--- src/rtl/alu_muldiv.sv ---
// alu_muldiv: iterative multiply/divide unit with HI/LO registers.
// Optional div_zero flag port enabled by defining MULDIV_DIVZERO_FLAG_EN.
module alu_muldiv #(
    parameter int WIDTH = 32
) (
    input  logic             clk,
    input  logic             rst,
    input  logic             start,
    input  logic [2:0]       op,
    input  logic [WIDTH-1:0] a,
    input  logic [WIDTH-1:0] b,
    input  logic             flush,
    output logic             busy,
    output logic             done,
    output logic [WIDTH-1:0] hi,
    output logic [WIDTH-1:0] lo
`ifdef MULDIV_DIVZERO_FLAG_EN
    ,
    output logic             div_zero
`endif
);

    localparam int CW = (WIDTH > 1) ? $clog2(WIDTH) : 1;

    typedef enum logic [1:0] {IDLE, CALC, SIGN, DONE} state_t;

    state_t state;

    // acc_hi:acc_lo is the product shifter, or remainder:quotient for divide
    logic [WIDTH-1:0] acc_hi;
    logic [WIDTH-1:0] acc_lo;
    logic [WIDTH-1:0] opnd;
    logic [CW-1:0]    cnt;
    logic             is_div;
    logic             neg_q;
    logic             neg_r;
    logic             dz;

    logic             idle_like;
    logic             accept;
    logic             move;
    logic             a_neg;
    logic             b_neg;
    logic [WIDTH-1:0] a_mag;
    logic [WIDTH-1:0] b_mag;

    logic [WIDTH:0]     mul_sum;
    logic [WIDTH:0]     shifted;
    logic [WIDTH:0]     diff;
    logic               ge;
    logic [2*WIDTH-1:0] prod;
    logic [2*WIDTH-1:0] prod_s;
    logic [WIDTH-1:0]   quo_s;
    logic [WIDTH-1:0]   rem_s;
    logic [WIDTH-1:0]   res_hi;
    logic [WIDTH-1:0]   res_lo;

    // Request decode and operand magnitudes
    always_comb begin
        idle_like = (state == IDLE) || (state == DONE);
        accept    = start && !flush && idle_like && !op[2];
        move      = start && !flush && idle_like && (op[2:1] == 2'b10);
        a_neg     = !op[0] && a[WIDTH-1];
        b_neg     = !op[0] && b[WIDTH-1];
        a_mag     = a_neg ? -a : a;
        b_mag     = b_neg ? -b : b;
    end

    // One iteration step: shift-add for multiply, restoring subtract for divide.
    // The remainder stays below the divisor, so a 1-bit-wider difference
    // gives a correct borrow in bit WIDTH.
    always_comb begin
        mul_sum = {1'b0, acc_hi} + (acc_lo[0] ? {1'b0, opnd} : '0);
        shifted = {acc_hi, acc_lo[WIDTH-1]};
        diff    = shifted - {1'b0, opnd};
        ge      = !diff[WIDTH];
    end

    // Sign fix-up; a zero divisor yields remainder = dividend, quotient = ones
    always_comb begin
        prod   = {acc_hi, acc_lo};
        prod_s = neg_q ? -prod : prod;
        quo_s  = neg_q ? -acc_lo : acc_lo;
        rem_s  = neg_r ? -acc_hi : acc_hi;
        res_hi = is_div ? rem_s : prod_s[2*WIDTH-1:WIDTH];
        res_lo = is_div ? (dz ? '1 : quo_s) : prod_s[WIDTH-1:0];
    end

    // Control FSM, datapath registers and HI/LO
    always_ff @(posedge clk) begin
        if (rst) begin
            state  <= IDLE;
            busy   <= 1'b0;
            done   <= 1'b0;
            hi     <= '0;
            lo     <= '0;
            acc_hi <= '0;
            acc_lo <= '0;
            opnd   <= '0;
            cnt    <= '0;
            is_div <= 1'b0;
            neg_q  <= 1'b0;
            neg_r  <= 1'b0;
            dz     <= 1'b0;
        end else if (flush) begin
            state <= IDLE;
            busy  <= 1'b0;
            done  <= 1'b0;
            cnt   <= '0;
        end else begin
            done <= 1'b0;
            unique case (state)
                IDLE, DONE: begin
                    state <= IDLE;
                    busy  <= 1'b0;
                    if (accept) begin
                        state  <= CALC;
                        busy   <= 1'b1;
                        cnt    <= '0;
                        is_div <= op[1];
                        neg_q  <= a_neg ^ b_neg;
                        neg_r  <= a_neg;
                        dz     <= op[1] && (b == '0);
                        acc_hi <= '0;
                        acc_lo <= op[1] ? a_mag : b_mag;
                        opnd   <= op[1] ? b_mag : a_mag;
                    end else if (move) begin
                        if (op[0]) lo <= a;
                        else       hi <= a;
                    end
                end
                CALC: begin
                    if (is_div) begin
                        acc_hi <= ge ? diff[WIDTH-1:0] : shifted[WIDTH-1:0];
                        acc_lo <= {acc_lo[WIDTH-2:0], ge};
                    end else begin
                        acc_hi <= mul_sum[WIDTH:1];
                        acc_lo <= {mul_sum[0], acc_lo[WIDTH-1:1]};
                    end
                    if (cnt == CW'(WIDTH - 1)) begin
                        cnt   <= '0;
                        state <= SIGN;
                    end else begin
                        cnt <= cnt + 1'b1;
                    end
                end
                SIGN: begin
                    hi    <= res_hi;
                    lo    <= res_lo;
                    state <= DONE;
                    busy  <= 1'b0;
                    done  <= 1'b1;
                end
            endcase
        end
    end

`ifdef MULDIV_DIVZERO_FLAG_EN
    // Sticky divide-by-zero flag, raised with done
    always_ff @(posedge clk) begin
        if (rst || flush) begin
            div_zero <= 1'b0;
        end else if (accept) begin
            div_zero <= 1'b0;
        end else if (state == SIGN) begin
            div_zero <= dz;
        end
    end
`endif

endmodule

--- config.mk ---
export PLATFORM = sky130hd
export DESIGN_NAME = alu_muldiv
export DESIGN_NICKNAME = d
export VERILOG_FILES = /design/src/rtl/alu_muldiv.sv
export SDC_FILE = /design/constraint.sdc
export NUM_CORES = 1
export LEC_CHECK = 0
export BUFFER_PORTS_ARGS = -buffer_cell sky130_fd_sc_hd__buf_4
export CAP_MARGIN = 20
export CORE_ASPECT_RATIO = 1.25
export CORE_UTILIZATION = 51
export DETAILED_ROUTE_END_ITERATION = 6
export PLACE_DENSITY = 0.7
export SLEW_MARGIN = 20
export SYNTH_ARGS = -nofsm -noshare
export SYNTH_HDL_FRONTEND = slang
export SYNTH_SLANG_ARGS = --single-unit
--- constraint.sdc ---
create_clock -name clk -period 3.85 [get_ports clk]
set_input_delay 0.385 -clock clk [delete_from_list [all_inputs] [get_ports clk]]
set_output_delay 0.385 -clock clk [all_outputs]
set_load 0.02 [all_outputs]
==> results_dict.tcl <==
set metrics [dict create \
    yosysTopAreaCell "dfxtp_1" \
    leakage_nw 6.76 \
    instances_no_fill 2405 \
    first_pass_iters 5 \
    drc 0 \
    cts_buffer_depth 2 \
    syn_avg_cell_area_um2 7.40 \
    irDropWorstVdd_mv 0.303 \
    yosys_register_bits 173 \
    initial_utilization 0.520 \
    htreeDepth 4 \
    maxCapViolations 0 \
    path_cells "inv_1, buf_12, nor2_1, ha_1, a21o_1, a21o_1, a21oi_1, or4b_1, o31ai_2, o21ai_0, o311ai_1, xnor2_1, a22oi_1, o21ai_0" \
    yosysSeqAreaShare 0.240 \
    finalPower_mw 5.11 \
    num_rows 68 \
    yosysUniqueCellTypes 73 \
    rsz0062_at_grt "false" \
    slew_headroom 0.283 \
    ant_nets 0 \
    synth.net_count 2094 \
    netlist_instances 1948 \
    async_reset_ff_frac 0 \
    ys_warn_count 0 \
    yosys-top-cells-area "dfxtp_1 (24%), a21oi_1 (6.8%), ha_1 (6.3%)" \
    required_ns 4.15 \
    status "completed" \
    min_period_ns 3.57 \
    worst_pin_slew_ns 1.08 \
    via_per_inst 6.39 \
    synth_area_um2 14400 \
    io_buffers 136 \
    gr-total-overflow 0 \
    hold_path.class "input pin to register" \
    clk_latency_ns 0.45 \
    core_area_um2 27700 \
    grt_max_degree 77 \
    track_usage 0.371 \
    die_area_um2 29000 \
    slowest_delay_ns 0.49 \
    critPathLaunchType "register" \
    grt_pass1_wl_mm 82.7 \
    grt_pass1_vias 14400 \
    synth.most_common_cell "nor2_1" \
    cts_buffers 17 \
    synth.top_cells.by_count "nor2_1 (231), a21oi_1 (197), nand2_1 (192)" \
    io_pins 137 \
    routabilityCongestion 0.993 \
    placed_cells 2373 \
    critical-path-slowest-cell "or4b_1" \
    setup_tns_ns 0 \
    finish.net_count 2188 \
    first_iter_violations 1729 \
    totalWireLength_mm 54.6 \
    drive_above_1_share 0.146 \
    clockRootBuffer "clkbuf_16" \
    post_drt_wl_per_cell_um 22.7 \
    powerDensity_nw_per_um2 307 \
    syn_to_final_growth_pct 15.4 \
    worstSetupPathType "register to register" \
    final_hold_viol_count 0 \
    fmax_mhz 280 \
    pre_cts_ws_ns 0.263 \
    synthFlopType "dfxtp_1" \
    synth_top_area_share 0.240 \
    setup_viol 0 \
    hold_buffers 0 \
    skew_ns 0.0103 \
    antenna_found_initial 0 \
    vias 15400 \
    drv_slew 0 \
    clock_sinks 173 \
    path_max_fanout 26 \
    arrival_ns 3.87 \
    layout_setup_ws_ns 0.275 \
    endpoint_kind "register" \
    synth_edf_count 0 \
    clk_pin_slew_worst_paths_ns 0.07 \
    antenna_cells 0 \
    die_w_um 152 \
    cts_tree "done" \
    dp_hpwl_mm 42.0 \
    timing.final.crit_share 0.929 \
    die_y_um 190 \
]
-- routing by layer --
layer  vias to the layer above  global-route usage  routed length (um)
met1                      7259               0.447               21500
met4                         0               0.263                3940
met2                       736               0.619               25500
li1                       7201                   -                   -
met5                         -                   0                   0
met3                       167              0.0444                3710
-- sequential cells by signal, indices dropped and copies added (netlist names), 2 cells and up --
name / flops
state: 2
acc_hi: 32
hi: 32
lo: 32
opnd: 32
acc_lo: 32
cnt: 5
-- logic make-up after synthesis --
| group | share of synthesized area |
|---|---|
| compound gates | 0.277 |
| buf+inv | 0.0526 |
| xor+xnor | 0.107 |
| simple gates | 0.195 |
| fa+ha+maj | 0.0661 |
| flops | 0.240 |
| mux | 0.0622 |
-- power by group --
| group | internal, mW | switching [mW] |
|---|---|---|
| Clock | 1.19 | 0.840 |
| Combinational | 0.462 | 0.745 |
| Sequential | 1.84 | 0.0433 |
-- path summary, 6_finish.rpt --
check                                          endpoint  cells after the start                   start  slack (ns)
worst max-delay path            acc_hi[28]$_SDFFE_PP0P_                     14  acc_lo[0]$_SDFFE_PP0P_        0.28
worst min-delay path                hi[18]$_SDFFE_PP0P_                      3                   a[18]        0.31
worst max register to register  acc_hi[28]$_SDFFE_PP0P_                     14  acc_lo[0]$_SDFFE_PP0P_        0.28
worst min register to register    opnd[25]$_SDFFE_PP0P_                      2   opnd[25]$_SDFFE_PP0P_        0.45
-- placed cells by master (no fill, tap or decap), types with 14 or more instances in the layout --
master     instances
a211oi_1          78
a21o_1            37
a21oi_1          194
a22oi_1           24
a31oi_1           23
buf_4            202
clkbuf_16         17
dfxtp_1          171
ha_1              72
inv_1             65
mux2_2            21
mux2i_1           66
nand2_1          192
nand3_1           19
nor2_1           229
nor2b_1           17
nor3_1            46
nor4_1            17
o211ai_1          28
o21a_1            14
o21ai_0          113
o221ai_1          24
o31ai_1           17
xnor2_1          102
xor2_1            73
-- per-stage QoR --
step / util / instance area, um^2 / hold slack [ns]
4_1_cts: 0.599 / 16600 / 0.293
5_1_grt: 0.600 / 16600 / 0.308
3_3_place_gp: 0.575 / 15900 / 0.441
3_5_place_dp: 0.575 / 15900 / 0.449
2_1_floorplan: - / 14400 / 0.432
6_report: 0.600 / 16600 / 0.312
-- area by class of cell --
cell class | count | area [um^2]
multi-input cells | 1579 | 10300
flip-flops and latches | 173 | 3470
clock buffers | 18 | 439
fillers | 2572 | 11100
well taps | 350 | 438
clock inverters | 14 | 228
inverters | 67 | 251
repair buffers | 204 | 1560
-- timing repair --
action / CTS / global route
setup endpoints to repair: 0 / 6
buffers inserted: 0 / 0
resized for setup: 0 / 6
-- worst max-delay path: cells and delay by family, from the launching register on --
| kind | cells | cell delay [ns] |
|---|---|---|
| adder cells (fa/ha/maj) | 1 | 0.28 |
| XOR/XNOR | 1 | 0.10 |
| AND/OR/NAND/NOR | 2 | 0.56 |
| flip-flops | 1 | 0.31 |
| buffers and inverters | 2 | 0.45 |
| AO/OA/AOI/OAI | 8 | 1.71 |
Note: power is estimated with default switching activity, not from simulation.
